==> config.mk <==
export PLATFORM = sky130hd
export DESIGN_NAME = vedic_mul_seq
export DESIGN_NICKNAME = d
export VERILOG_FILES = /design/src/rtl/vedic_mul_seq.sv
export SDC_FILE = /design/constraint.sdc
export NUM_CORES = 1
export LEC_CHECK = 0
export ABC_AREA = 0
export CORE_ASPECT_RATIO = 2
export CORE_MARGIN = 3
export CORE_UTILIZATION = 39
export CTS_BUF_LIST = sky130_fd_sc_hd__clkbuf_8
export CTS_CLUSTER_DIAMETER = 30
export CTS_CLUSTER_SIZE = 40
export DETAILED_ROUTE_END_ITERATION = 7
export GPL_TIMING_DRIVEN = 0
export PLACE_DENSITY_LB_ADDON = 0.3
export SETUP_SLACK_MARGIN = 0.1
export SYNTH_ARGS = -nofsm -noshare
export SYNTH_HDL_FRONTEND = slang
export SYNTH_SLANG_ARGS = --single-unit
==> constraint.sdc <==
create_clock -name clk -period 8.7 [get_ports clk]
set_clock_uncertainty 0.05 [all_clocks]
set_input_delay 2.175 -clock clk [delete_from_list [all_inputs] [get_ports clk]]
set_output_delay 2.175 -clock clk [all_outputs]
set_load 0.01 [all_outputs]
==> src/rtl/vedic_mul_seq.sv <==
// rtl/vedic_mul_seq.sv - sequential WIDTHxWIDTH unsigned multiplier sharing one 4x4 Vedic core
// Digit pairs are issued one per cycle; each product is shifted into a 2*WIDTH accumulator.

module vedic2x2 (
   input  logic [1:0] a_i,
   input  logic [1:0] b_i,
   output logic [3:0] p_o
);
   logic cross_a, cross_b, carry1, hi;

   always_comb begin
      cross_a = a_i[1] & b_i[0];
      cross_b = a_i[0] & b_i[1];
      carry1  = cross_a & cross_b;
      hi      = a_i[1] & b_i[1];
      p_o[0]  = a_i[0] & b_i[0];
      p_o[1]  = cross_a ^ cross_b;
      p_o[2]  = hi ^ carry1;
      p_o[3]  = hi & carry1;
   end
endmodule

module vedic4X4 (
   input  logic [3:0] a_i,
   input  logic [3:0] b_i,
   output logic [7:0] p_o
);
   logic [3:0] q0, q1, q2, q3;
   logic [4:0] mid_sum;
   logic [5:0] upper_sum;

   vedic2x2 u_ll (.a_i(a_i[1:0]), .b_i(b_i[1:0]), .p_o(q0));
   vedic2x2 u_hl (.a_i(a_i[3:2]), .b_i(b_i[1:0]), .p_o(q1));
   vedic2x2 u_lh (.a_i(a_i[1:0]), .b_i(b_i[3:2]), .p_o(q2));
   vedic2x2 u_hh (.a_i(a_i[3:2]), .b_i(b_i[3:2]), .p_o(q3));

   // Product >> 2 never exceeds 56, so a 6-bit upper sum cannot overflow.
   always_comb begin
      mid_sum   = {1'b0, q1} + {1'b0, q2};
      upper_sum = {1'b0, mid_sum} + {q3, q0[3:2]};
      p_o       = {upper_sum, q0[1:0]};
   end
endmodule

module vedic_mul_seq #(
   parameter int WIDTH = 8
) (
   input  logic               clk,
   input  logic               rst,
   input  logic               in_valid,
   output logic               in_ready,
   input  logic [WIDTH-1:0]   in_a,
   input  logic [WIDTH-1:0]   in_b,
   output logic               out_valid,
   input  logic               out_ready,
   output logic [2*WIDTH-1:0] out_product,
   output logic               busy
);
   localparam int K  = WIDTH / 4;
   localparam int IW = (K > 1) ? $clog2(K) : 1;
   localparam int AW = 2 * WIDTH;
   localparam logic [IW-1:0] LAST = IW'(K - 1);

   typedef enum logic [1:0] {IDLE, MUL, DONE} state_t;

   state_t          state_q;
   logic [WIDTH-1:0] a_q, b_q;
   logic [IW-1:0]   i_q, j_q;
   logic [AW-1:0]   acc_q, acc_d;
   logic [AW-1:0]   out_product_q;
   logic            in_ready_q, out_valid_q, busy_q;

   logic [3:0]      a_dig, b_dig;
   logic [7:0]      pp;
   logic [IW:0]     digit_pos;
   logic [AW-1:0]   pp_shifted;

   always_comb begin
      a_dig = a_q[{i_q, 2'b00} +: 4];
      b_dig = b_q[{j_q, 2'b00} +: 4];
   end

   vedic4X4 u_core (.a_i(a_dig), .b_i(b_dig), .p_o(pp));

   always_comb begin
      digit_pos  = {1'b0, i_q} + {1'b0, j_q};
      pp_shifted = {{(AW-8){1'b0}}, pp} << {digit_pos, 2'b00};
      acc_d      = acc_q + pp_shifted;
   end

   always_ff @(posedge clk) begin
      if (rst) begin
         state_q       <= IDLE;
         a_q           <= '0;
         b_q           <= '0;
         i_q           <= '0;
         j_q           <= '0;
         acc_q         <= '0;
         out_product_q <= '0;
         in_ready_q    <= 1'b1;
         out_valid_q   <= 1'b0;
         busy_q        <= 1'b0;
      end else begin
         case (state_q)
            IDLE: begin
               if (in_valid) begin
                  a_q        <= in_a;
                  b_q        <= in_b;
                  acc_q      <= '0;
                  i_q        <= '0;
                  j_q        <= '0;
                  state_q    <= MUL;
                  in_ready_q <= 1'b0;
                  busy_q     <= 1'b1;
               end
            end
            MUL: begin
               acc_q <= acc_d;
               if (j_q == LAST) begin
                  j_q <= '0;
                  if (i_q == LAST) begin
                     i_q           <= '0;
                     state_q       <= DONE;
                     out_valid_q   <= 1'b1;
                     out_product_q <= acc_d;
                  end else begin
                     i_q <= i_q + IW'(1);
                  end
               end else begin
                  j_q <= j_q + IW'(1);
               end
            end
            DONE: begin
               if (out_ready) begin
                  state_q     <= IDLE;
                  out_valid_q <= 1'b0;
                  busy_q      <= 1'b0;
                  in_ready_q  <= 1'b1;
               end
            end
            default: state_q <= IDLE;
         endcase
      end
   end

   always_comb begin
      in_ready    = in_ready_q;
      out_valid   = out_valid_q;
      busy        = busy_q;
      out_product = out_product_q;
   end
endmodule

==> impl_metrics.ini, run 1 <==
[run_status]
outcome = finished, final reports clean

[timing]
setup_viol = 0
fin_ws_ps = 3010
final_hold_viol_count = 0
tightestPinTransition_ps = 834
slew_headroom_pct = 43.7
period_needed_ps = 5690
rsz0062_at_grt = false
setup-tns-final_ps = 0
slew_violations = 0
timing.fmax_ghz = 0.176
post-route-period-util_pct = 65.4

[setup_path]
path_max_fanout = 8
worstPathRequired_ps = 8840
start_kind = flip-flop
crit_path_end_kind = flip-flop
r2r_start = i_q
worstSetupStartpoint = i_q
crit_arrival_ps = 5830
path_class = reg2reg

[pwr]
peakVddDrop_mv = 0.111
leakage_nw = 1.66
powerDensity_nw_per_um2 = 124

[clock_network]
cts.htree.levels = 2
ctsHoldBuffers = 0
cts_root_buf = clkbuf_8
cts_tree = done
cts.path.max_buffers = 2
numCtsBuffers = 5
cts_setup_buffers = 0
clock-sinks = 55
path_clk_slew_ps = 100
postCtsResizedCells = 0
insertion_delay_ps = 310

[detailed_routing]
vias_per_cell = 5.56
drc = 0
dr_total_vias = 3340
ant_nets = 0
drt-total-wl_um = 9520
wl_per_cell_um = 15.8
firstDrtPassIters = 4
drt_iter0_drc = 167

[floorplanning]
die_y_um = 140
row_count = 48
die_x_um = 73.0
die_area_um2 = 10200
core_area_um2 = 8710
start_util_pct = 40.3
io_pins = 39

[yosys]
synth_area_leaders = dfxtp_1 31%, ha_1 10%, a21oi_1 7.6%
syn-num-nets = 509
synth_common_cells = 68 x nand2_1, 55 x dfxtp_1, 53 x a21oi_1
ys_seq_area_share_pct = 31.4
synth.avg_cell_area_um2 = 7.71
synth_flop_cell = dfxtp_1
syn_area_um2 = 3510
synth.most_common_cell = nand2_1
synth_edf_count = 0
synth_cell_types = 51
synthArstFlopShare_pct = 0
synth_area_leader_cell = dfxtp_1
synth_top_area_share_pct = 31.4
ys_warn_count = 0
syn_inst = 455
synth-seq-cells = 55

[placement]
gp_congestion = 0.943
dp_hpwl_um = 7780
place_ws_ps = 3030
placedCellCount = 593
io_buffers = 38
postPlaceCellArea_um2 = 4010

[grt]
grt_max_degree = 17
antenna_found_initial = 0
grt_pass1_wl_um = 15000
grt_overflow = 0
grt_usage_pct = 18.9
grt_pass1_vias = 3281

[finish]
areaGrowthSynthToFinish_pct = 17.8
final_area_um2 = 4130
drive_above_1_share_pct = 4.39
antenna_cells = 0
fin_cells = 601
utilization_pct = 47.4
nets = 554

[hold_path]
hold_start = out_product[2]
min_path_type = reg2reg

[run]
maxCapViolCount = 0
[worst paths after layout]
path                                       end  slack (ps)  depth (start not counted)
worst max register to register       acc_q[12]        3010                         21
worst min register to register  out_product[2]         410                          2
worst min-delay path            out_product[2]         410                          2
worst max-delay path                 acc_q[12]        3010                         21
[final cells by class]
type / instances / area [µm²]
fillers: 890 / 4580
multi-input cells: 353 / 2220
flip-flops and latches: 55 / 1100
repair buffers: 38 / 380
well taps: 100 / 125
plain buffers: 24 / 93.8
inverters: 23 / 86.3
clock buffers: 6 / 82.6
clock inverters: 2 / 35.0
[per-stage QoR]
step / power, mW / hold WS (ps)
floorplan: 0.310 / 386
finish: 0.511 / 409
global route: 0.530 / 428
detailed placement: 0.338 / 399
CTS: 0.517 / 412
global placement: 0.336 / 393
[where the power goes]
group | switching (mW) | total (mW) | internal [mW]
sequential | 0.00402 | 0.263 | 0.259
combinational | 0.0428 | 0.0694 | 0.0266
clock | 0.0857 | 0.179 | 0.0933
[cells in the final DEF (no fill, tap or decap), types with 2 or more instances in the layout]
master and instances:
a211oi_1 4, a21o_1 10, a21oi_1 53, a21oi_2 2
a22o_1 2, a31oi_1 2, and2_1 3, clkbuf_1 22
clkbuf_8 6, clkdlybuf4s50_1 38, dfxtp_1 55, fa_1 6
ha_1 28, inv_1 22, mux2i_1 12, nand2_1 68
nand2b_1 8, nand3_1 29, nand4_1 9, nor2_1 42
nor2b_1 5, nor3_1 4, nor3b_1 2, o211ai_1 3
o21a_1 4, o21ai_0 13, o21ai_1 3, o311ai_0 2
or2_2 5, or3_1 2, or4_1 4, xnor2_1 7
xor2_1 4
[layer usage]
layer	vias up	GRT usage (%)	share of wire (%)
met1	1533	17.6	35
li1	1669	-	-
met5	-	0	0
met2	100	35.4	54
met3	38	2.44	3.2
met4	0	13.9	7.3
[worst max-delay path: stages (launching register included)]
cell       delay (ps)
dfxtp_1           350
clkbuf_1          370
mux2i_1           500
nor2_1            100
ha_1              220
ha_1              280
inv_1              50
fa_1              500
inv_1              70
ha_1              290
a21o_1            150
a21oi_1           190
xor2_1            250
mux2i_1           140
and2_1            190
ha_1              340
a21o_1            200
a21oi_2           240
a2bb2oi_2         240
a21oi_1           110
a211oi_1          540
o21ai_0           180
[logic make-up (layout without fill, tap and decap cells)]
logic type	after synthesis	after routing	synth area share, %
AND/OR/NAND/NOR	187	187	24.8
AO/OA/AOI/OAI	108	108	18.8
flip-flops	55	55	31.4
adder cells (fa/ha/maj)	34	34	13.4
buffers and inverters	47	93	5.14
multiplexers	13	13	3.75
XOR/XNOR	11	11	2.75
[state kept, by name, summed over array words and instances (netlist names)]
| signal | cells |
|---|---|
| a_q | 8 |
| acc_q | 16 |
| b_q | 8 |
| busy | 1 |
| i_q | 1 |
| in_ready | 1 |
| j_q | 1 |
| out_product | 16 |
| out_valid | 1 |
| state_q | 2 |
(Power assumes the default switching activity.)
==> inputs of run 2 (changes only) <==
Clock period 8.7 ns to 5.52 ns, I/O delays scaled along.
==> impl_metrics.ini, run 2 (same netlist as run 1, synthesis figures left out) <==
[detailed_routing]
firstDrtPassIters = 4
drc = 0
ant_nets = 0
dr_total_vias = 3308
vias_per_cell = 5.50
drt_iter0_drc = 187
drt-total-wl_um = 9640
wl_per_cell_um = 16.0

[timing]
setup_viol = 0
tightestPinTransition_ps = 634
post-route-period-util_pct = 93.3
timing.fmax_ghz = 0.194
slew_violations = 0
rsz0062_at_grt = false
hold_slack_ps = 409
slew_headroom_pct = 57.7
period_needed_ps = 5150
final_hold_viol_count = 0

[grt]
grt_pass1_vias = 3294
grt_usage_pct = 19.1
grt_overflow = 0
antenna_found_initial = 0
grt_pass1_wl_um = 15200
grt_max_degree = 17

[placement]
placedCellCount = 593
io_buffers = 38
dp_hpwl_um = 7780
gp_congestion = 0.943

[clock_network]
cts_setup_buffers = 0
clock-sinks = 55
path_clk_slew_ps = 110
cts_root_buf = clkbuf_8
cts.path.max_buffers = 2
insertion_delay_ps = 320
cts_tree = done
cts.htree.levels = 2
numCtsBuffers = 5

[floorplanning]
core_area_um2 = 8710
die_y_um = 140
row_count = 48
start_util_pct = 40.3
die_area_um2 = 10200
die_x_um = 73.0
io_pins = 39

[finish]
fill_cells = 882
final_cell_mix = 68 x nand2_1, 55 x dfxtp_1, 53 x a21oi_1, 42 x nor2_1, 38 x clkdlybuf4s50_1
antenna_cells = 0
areaGrowthSynthToFinish_pct = 20.1
final_common_cell = nand2_1
nets = 554
drive_above_1_share_pct = 6.99
fin_cells = 601

[hold_path]
holdPathStages = 2
min_path_type = reg2reg

[setup_path]
crit_path_end_kind = flip-flop
crit_arrival_ps = 5370
path_max_fanout = 8
start_kind = flip-flop
reg2reg_depth = 21
worstPathRequired_ps = 5740
path_class = reg2reg

[pwr]
power.total_mw = 0.816
powerDensity_nw_per_um2 = 194
peakVddDrop_mv = 0.179
leakage_nw = 1.68

[run]
maxCapViolCount = 0

[run_status]
outcome = finished, final reports clean
## run 2: cell counts in the layout (fill, tap and decap cells not counted)
No cell type changed its count.
## run 2: stage by stage
stage	util (%)	setup TNS (ps)	cell area, µm²	setup WS [ps]
after floorplan	-	0	3510	787
after global placement	46.1	-31.7	4010	-31.7
after detailed placement	46.1	-239	4010	-147
after CTS	47.6	0	4140	195
after global routing	48.4	0	4210	95.4
final	48.4	0	4210	371
## run 2: final timing paths
check,start,to,slack [ps]
min,out_product[2],out_product[2],410
max reg2reg,i_q,acc_q[14],370
max,i_q,acc_q[14],370
min reg2reg,out_product[2],out_product[2],410
## run 2: repair_timing
item	4_1_cts	5_1_grt
resized for setup	5	16
pin swaps	0	1
endpoints found under the setup margin	7	7
hold buffers	0	0
## run 2: worst max-delay path, stage by stage, from the launching register on
cell and delay [ps]:
dfxtp_1 350, clkbuf_4 240, mux2i_4 340, nor2_1 80, ha_1 210, ha_1 280, inv_1 50, fa_1 500
inv_1 70, ha_1 290, a21o_1 150, a21oi_1 190, xor2_1 250, mux2i_1 140, and2_1 190, ha_1 340
a21o_1 200, a21oi_2 240, a2bb2oi_2 250, a21oi_2 100, or4_1 510, nand3_1 90
## run 2: final cells by class
class,instances,area (µm²),share of cell area [%]
buffer,24,101,2.41
clock buffer,6,82.6,1.96
clock inverter,2,35.0,0.832
inverter,23,86.3,2.05
multi-input combinational,353,2300,54.6
sequential,55,1100,26.1
tap,100,125,2.97
timing repair buffer,38,380,9.03
## run 2: metal layers
layer	track usage (%)	up-vias	wire length (µm)
li1	-	1665	-
met1	18.0	1527	3430
met2	35.2	78	5220
met3	2.44	38	252
met4	14.7	0	738
met5	0	-	0
## run 2: power by group
| part | leakage (nW) | internal, mW | switching, mW |
|---|---|---|---|
| clock | 0.0612 | 0.147 | 0.138 |
| combinational | 1.17 | 0.0460 | 0.0686 |
| sequential | 0.447 | 0.408 | 0.00855 |
==> inputs of run 3 (changes only) <==
Settings changed: CTS_CLUSTER_DIAMETER 30 to 80.
==> results of run 3 <==
Final layout, timing and power as in run 2 (identical DEF).
